--- src/rtl/wb_regfile.sv ---
// wb_regfile -- writeback stage and integer register file for a five-stage RV32I pipeline.
//
// Takes the registered MEM/WB latch outputs and selects the writeback value. For loads it
// also formats the data. The value is committed to a 32 x XLEN register file. The file serves
// two decode-stage read ports with same-cycle write-first bypass, and a retired-instruction
// counter is kept.
//
// Ports:
//   clk, reset        clock; synchronous active-high reset (clears file and counter)
//   RegWrite          writeback enable from MEM/WB
//   MemtoReg          choose formatted load data when RWSel = 00
//   RWSel             00 ALU/mem, 01 PC+4, 10 immediate, 11 PC+imm
//   Pc_Imm, Pc_Four   8-bit target / link addresses, zero-extended on write
//   Imm_Out           LUI immediate
//   Alu_Result        ALU result; [1:0] is the load byte offset
//   MemReadData       raw aligned data-memory word
//   rd                destination register
//   Curr_Instr        instruction in WB; funct3 = [14:12]; all-zero marks a bubble
//   rs1_addr/rs2_addr decode-stage read addresses
//   rs1_data/rs2_data combinational read data (x0 = 0, bypassed from WB)
//   WB_Data, WB_En    combinational writeback value and effective write enable
//   retire_count      registered count of non-bubble instructions (wraps)

module wb_regfile #(
   parameter int XLEN  = 32,
   parameter int NREGS = 32
) (
   input  logic            clk,
   input  logic            reset,
   input  logic            RegWrite,
   input  logic            MemtoReg,
   input  logic [1:0]      RWSel,
   input  logic [7:0]      Pc_Imm,
   input  logic [7:0]      Pc_Four,
   input  logic [XLEN-1:0] Imm_Out,
   input  logic [XLEN-1:0] Alu_Result,
   input  logic [XLEN-1:0] MemReadData,
   input  logic [4:0]      rd,
   input  logic [31:0]     Curr_Instr,
   input  logic [4:0]      rs1_addr,
   input  logic [4:0]      rs2_addr,
   output logic [XLEN-1:0] rs1_data,
   output logic [XLEN-1:0] rs2_data,
   output logic [XLEN-1:0] WB_Data,
   output logic            WB_En,
   output logic [31:0]     retire_count
);

   logic [XLEN-1:0] regs_reg [NREGS];
   logic [31:0]     retire_reg;

   logic [2:0]      funct3;
   logic [1:0]      off;
   logic [7:0]      load_byte;
   logic [15:0]     load_half;
   logic [XLEN-1:0] load_fmt;

   assign funct3 = Curr_Instr[14:12];
   assign off    = Alu_Result[1:0];

   // The byte lane comes from the full offset. The halfword lane uses only off[1], so a
   // misaligned LH quietly reads the half that contains the addressed byte.
   assign load_byte = MemReadData[{off, 3'b000} +: 8];
   assign load_half = MemReadData[{off[1], 4'b0000} +: 16];

   always_comb begin
      load_fmt = MemReadData;
      case (funct3)
         3'b000:  load_fmt = {{(XLEN-8){load_byte[7]}}, load_byte};
         3'b001:  load_fmt = {{(XLEN-16){load_half[15]}}, load_half};
         3'b100:  load_fmt = {{(XLEN-8){1'b0}}, load_byte};
         3'b101:  load_fmt = {{(XLEN-16){1'b0}}, load_half};
         default: load_fmt = MemReadData;   // LW and unused encodings: whole word
      endcase
   end

   always_comb begin
      WB_Data = Alu_Result;
      case (RWSel)
         2'b00:   WB_Data = MemtoReg ? load_fmt : Alu_Result;
         2'b01:   WB_Data = {{(XLEN-8){1'b0}}, Pc_Four};
         2'b10:   WB_Data = Imm_Out;
         default: WB_Data = {{(XLEN-8){1'b0}}, Pc_Imm};
      endcase
   end

   // A write to x0 is suppressed here, so neither the file nor the bypass can expose it.
   assign WB_En = RegWrite && (rd != 5'd0);

   // Register file. Reset clears every entry, so it must live in flops rather than RAM.
   always_ff @(posedge clk) begin
      if (reset) begin
         for (int i = 0; i < NREGS; i++) begin
            regs_reg[i] <= '0;
         end
      end else if (WB_En) begin
         regs_reg[rd] <= WB_Data;
      end
   end

   // Read ports. The value being written this cycle wins over the stored copy, which gives
   // a same-cycle decode read zero effective latency.
   logic [4:0]      raddr [2];
   logic [XLEN-1:0] rdata [2];

   assign raddr[0] = rs1_addr;
   assign raddr[1] = rs2_addr;

   genvar gi;
   generate
      for (gi = 0; gi < 2; gi++) begin : g_read
         assign rdata[gi] = (raddr[gi] == 5'd0)              ? '0      :
                            (WB_En && (rd == raddr[gi]))     ? WB_Data :
                                                               regs_reg[raddr[gi]];
      end
   endgenerate

   assign rs1_data = rdata[0];
   assign rs2_data = rdata[1];

   // Stores and branches count as retired too. Only an all-zero bubble is skipped.
   always_ff @(posedge clk) begin
      if (reset) begin
         retire_reg <= '0;
      end else if (Curr_Instr != 32'd0) begin
         retire_reg <= retire_reg + 32'd1;
      end
   end

   assign retire_count = retire_reg;

endmodule

--- config.mk ---
export PLATFORM = sky130hd
export DESIGN_NAME = wb_regfile
export DESIGN_NICKNAME = d
export VERILOG_FILES = /design/src/rtl/wb_regfile.sv
export SDC_FILE = /design/constraint.sdc
export NUM_CORES = 2
export LEC_CHECK = 0
export CELL_PAD_IN_SITES_DETAIL_PLACEMENT = 1
export CELL_PAD_IN_SITES_GLOBAL_PLACEMENT = 1
export CORE_ASPECT_RATIO = 0.9
export CORE_MARGIN = 2
export CORE_UTILIZATION = 50
export DETAILED_ROUTE_END_ITERATION = 8
export DONT_BUFFER_PORTS = 1
export PLACE_DENSITY_LB_ADDON = 0.15
export REMOVE_ABC_BUFFERS = 1
export SLEW_MARGIN = 5
export SYNTH_ARGS = -nofsm -noshare
export SYNTH_HDL_FRONTEND = slang
export SYNTH_SLANG_ARGS = --single-unit
--- constraint.sdc ---
create_clock -name clk -period 4.7 [get_ports clk]
set_clock_uncertainty 0.1 [all_clocks]
set_input_delay 0.94 -clock clk [delete_from_list [all_inputs] [get_ports clk]]
set_output_delay 0.94 -clock clk [all_outputs]
set_load 0.02 [all_outputs]
==> impl_results.md <==
* Failing checks: max-slew violations, negative setup slack
* Crit path capture type: primary output
* Metal-1 WL at 85.6 mm
* EDFF count, synth at 1,024
* Number of DRC markers in iteration 0 at 6,620
* CTS Buf Count at 115
* Final Hold Fails at 0
* Endpoints failing setup at 57
* Met2 WL at 103 mm
* Post-synthesis sequential area ratio at 54.9%
* Latest clock arrival within the worst-skew pair at 0.71 ns
* Most common flop cell mapped by yosys: edfxtp_1
* Root Driver: clkbuf_16
* DRC at 0
* Die Span Y at 325 um
* Core area at 0.113 sq mm
* Fin util at 55.7%
* Status: finished with violations
* Slew @ Worst Pin at 1.80 ns
* Share of layout cells above drive strength 1 at 20.2%
* Vias in the first global route at 43.4k
* Hold_buf cts at 0
* YS warnings at 0
* Vias per inst at 7.21
* Clk buf depth at 3
* Setup Buffers After CTS at 0
* CP required at 3.66 ns
* Final worst path period share at 115%
* IR drop worst, VDD at 0.000314 V
* Avg WL per Cell at 39.1 um
* FFs w/ async S/R, synth at 0%
* Initial antenna violation count at 16
* Critical path class: primary input to primary output
* Post-layout net count at 4,553
* Filler cells at 11.1k
* FMAX at 0.184 GHz
* Vias at 43.1k
* Top sig layer: met5
* Slew margin rel. at -20.3%
* First-pass GRT wire length at 326 mm
* DP HPWL at 138 mm
* DIE WIDTH at 361 um
* Largest net degree at the start of global routing at 356
* Setup WS pre-CTS at 0.296 ns
* Crit start category: primary input
* Routed Antenna Nets at 0
* Reg clk slew, reported paths at 0.05 ns
* Post-Syn Area per Cell at 12.9 sq um
* Final Max Tran Viols at 128
* Port Buffers at 0
* Grt ovf at 0
* CTS tree: built
* Area delta synth->final at 10.4%
* First-pass detailed-route iteration total at 8
* CTS Sinks at 1,056
* Global-route usage over all layers at 39.3%
* Max Cap Viol at 0
* GPL Wtd Cong at 0.889
* Die area at 0.117 sq mm
* Synth Register Bits at 1,056
* Post-Syn Instances at 4,442
* Starting Density at 50.5%
* DR WL met3 at 32.8 mm
* Largest register FFs at 1,024
* Routed wire length at 234 mm
* Worst Path Max Fanout at 355
* Post-layout minimum cycle time at 5.43 ns
* Num rows at 117
* Netlist cell types at 78
* Arr. time, crit path at 4.39 ns
* I/O pin total at 294
* Syn Std Cell Area at 0.0572 sq mm
* P_leak at 22.0 nW
* Setup slack after layout at -0.726 ns
* CTS H-tree depth at 3
* Worst min path class: primary input to register
* Power per Cell Area at 372 mW/mm^2
placed cells by master (no fill, tap or decap), types with 72 or more instances in the layout:
cell and count:
nor2_1 1074, edfxtp_1 1024, mux2i_1 427, mux4_2 319, buf_4 226, a22oi_1 141
clkbuf_16 117, nand2_1 95, a211oi_1 83, nand3_1 72
repair_timing:
item / 4_1_cts / 5_1_grt
endpoints found under the setup margin: 0 / 14
hold endpoints to repair: 0 / 0
gates resized for setup: 0 / 4
metrics by stage:
step	power, mW	cells	setup TNS [ns]	hold WS (ns)	area [sq um]
2_1_floorplan	12.9	4017	-7.47	0.472	54800
3_3_place_gp	14.1	5757	0	0.503	59300
3_5_place_dp	14.2	5757	0	0.522	59300
4_1_cts	23.4	5970	0	0.170	63100
5_1_grt	24.0	5972	-0.0178	0.182	63100
6_report	23.5	5980	-16.93	0.201	63200
cell type report:
cell class | count | area [sq um] | share of cell area [%]
diodes | 10 | 25.0 | 0.0396
clock buffers | 133 | 2990 | 4.73
clock inverters | 80 | 836 | 1.32
inverters | 50 | 188 | 0.297
multi-input cells | 2911 | 23600 | 37.4
flip-flops and latches | 1056 | 31400 | 49.7
well taps | 1487 | 1860 | 2.95
repair buffers | 253 | 2230 | 3.53
where the power goes:
group | internal (mW) | switching [mW]
Sequential | 10.8 | 0.278
Clock | 5.41 | 4.00
Combinational | 1.23 | 1.78
cells by family after synthesis:
group	Yosys count	share of synthesized area, %
and+or+nand+nor	1513	11.2
adders and majority gates	1	0.0219
DFF	1056	54.9
xor gates and xnor gates	33	0.505
other	1	0.00656
buffers and inverters	506	4.69
muxes	799	21.8
AOI/OAI and AO/OA	533	6.96
Yosys cell counts, types with 7 or more instances:
cell type,instances,area (sq um)
buf_2,159,796
nand2b_1,49,307
buf_4,47,353
a22o_1,7,61.3
o221ai_1,7,61.3
o211ai_1,20,150
nand2_1,123,462
a221o_1,14,140
a22oi_1,141,1060
a221oi_1,28,245
nor3b_1,8,60.1
mux4_1,26,683
a211oi_2,11,138
and3_1,7,43.8
mux2_2,26,293
mux4_2,319,7180
nor2b_1,33,206
a21oi_1,59,295
o21ai_0,65,325
or3_1,14,87.6
a221oi_2,8,120
mux2i_1,427,4270
o22ai_1,31,194
clkbuf_1,188,706
buf_6,39,439
xnor2_1,26,228
dfxtp_1,32,641
nand4_1,8,50.1
nor4_1,20,125
nand3_1,73,365
a211oi_1,84,631
inv_1,49,184
a31oi_1,15,93.8
nor3_1,55,275
xor2_1,7,61.3
nor2_1,1083,4070
nand3b_1,8,60.1
edfxtp_1,1024,30700
buf_1,11,41.3
layer usage:
metal / vias to the layer above / GRT usage, %
met1: 22300 / 52.5
met3: 659 / 13.1
li1: 16700 / -
met5: - / 0
met2: 3376 / 58.9
met4: 22 / 16.9
critical path, cell delays in order:
cell and delay [ns]:
xnor2_1 0.64, nand3_1 0.20, nor4_4 0.34, buf_12 0.21, buf_4 0.48, a221o_1 0.26, a221oi_2 0.06, a211oi_1 0.21
buf_4 0.19
worst paths after layout:
check | startpoint | cells past startpoint | endpoint | slack, ns
worst max-delay path | rs2_addr[0] | 9 | rs2_data[18] | -0.73
worst min-delay path | reset | 1 | retire_count[28] | 0.20
worst max register to register | retire_count[12] | 6 | retire_count[31] | 2.20
worst min register to register | retire_count[20] | 2 | retire_count[20] | 0.54
Power figures use the tool's default switching activity.
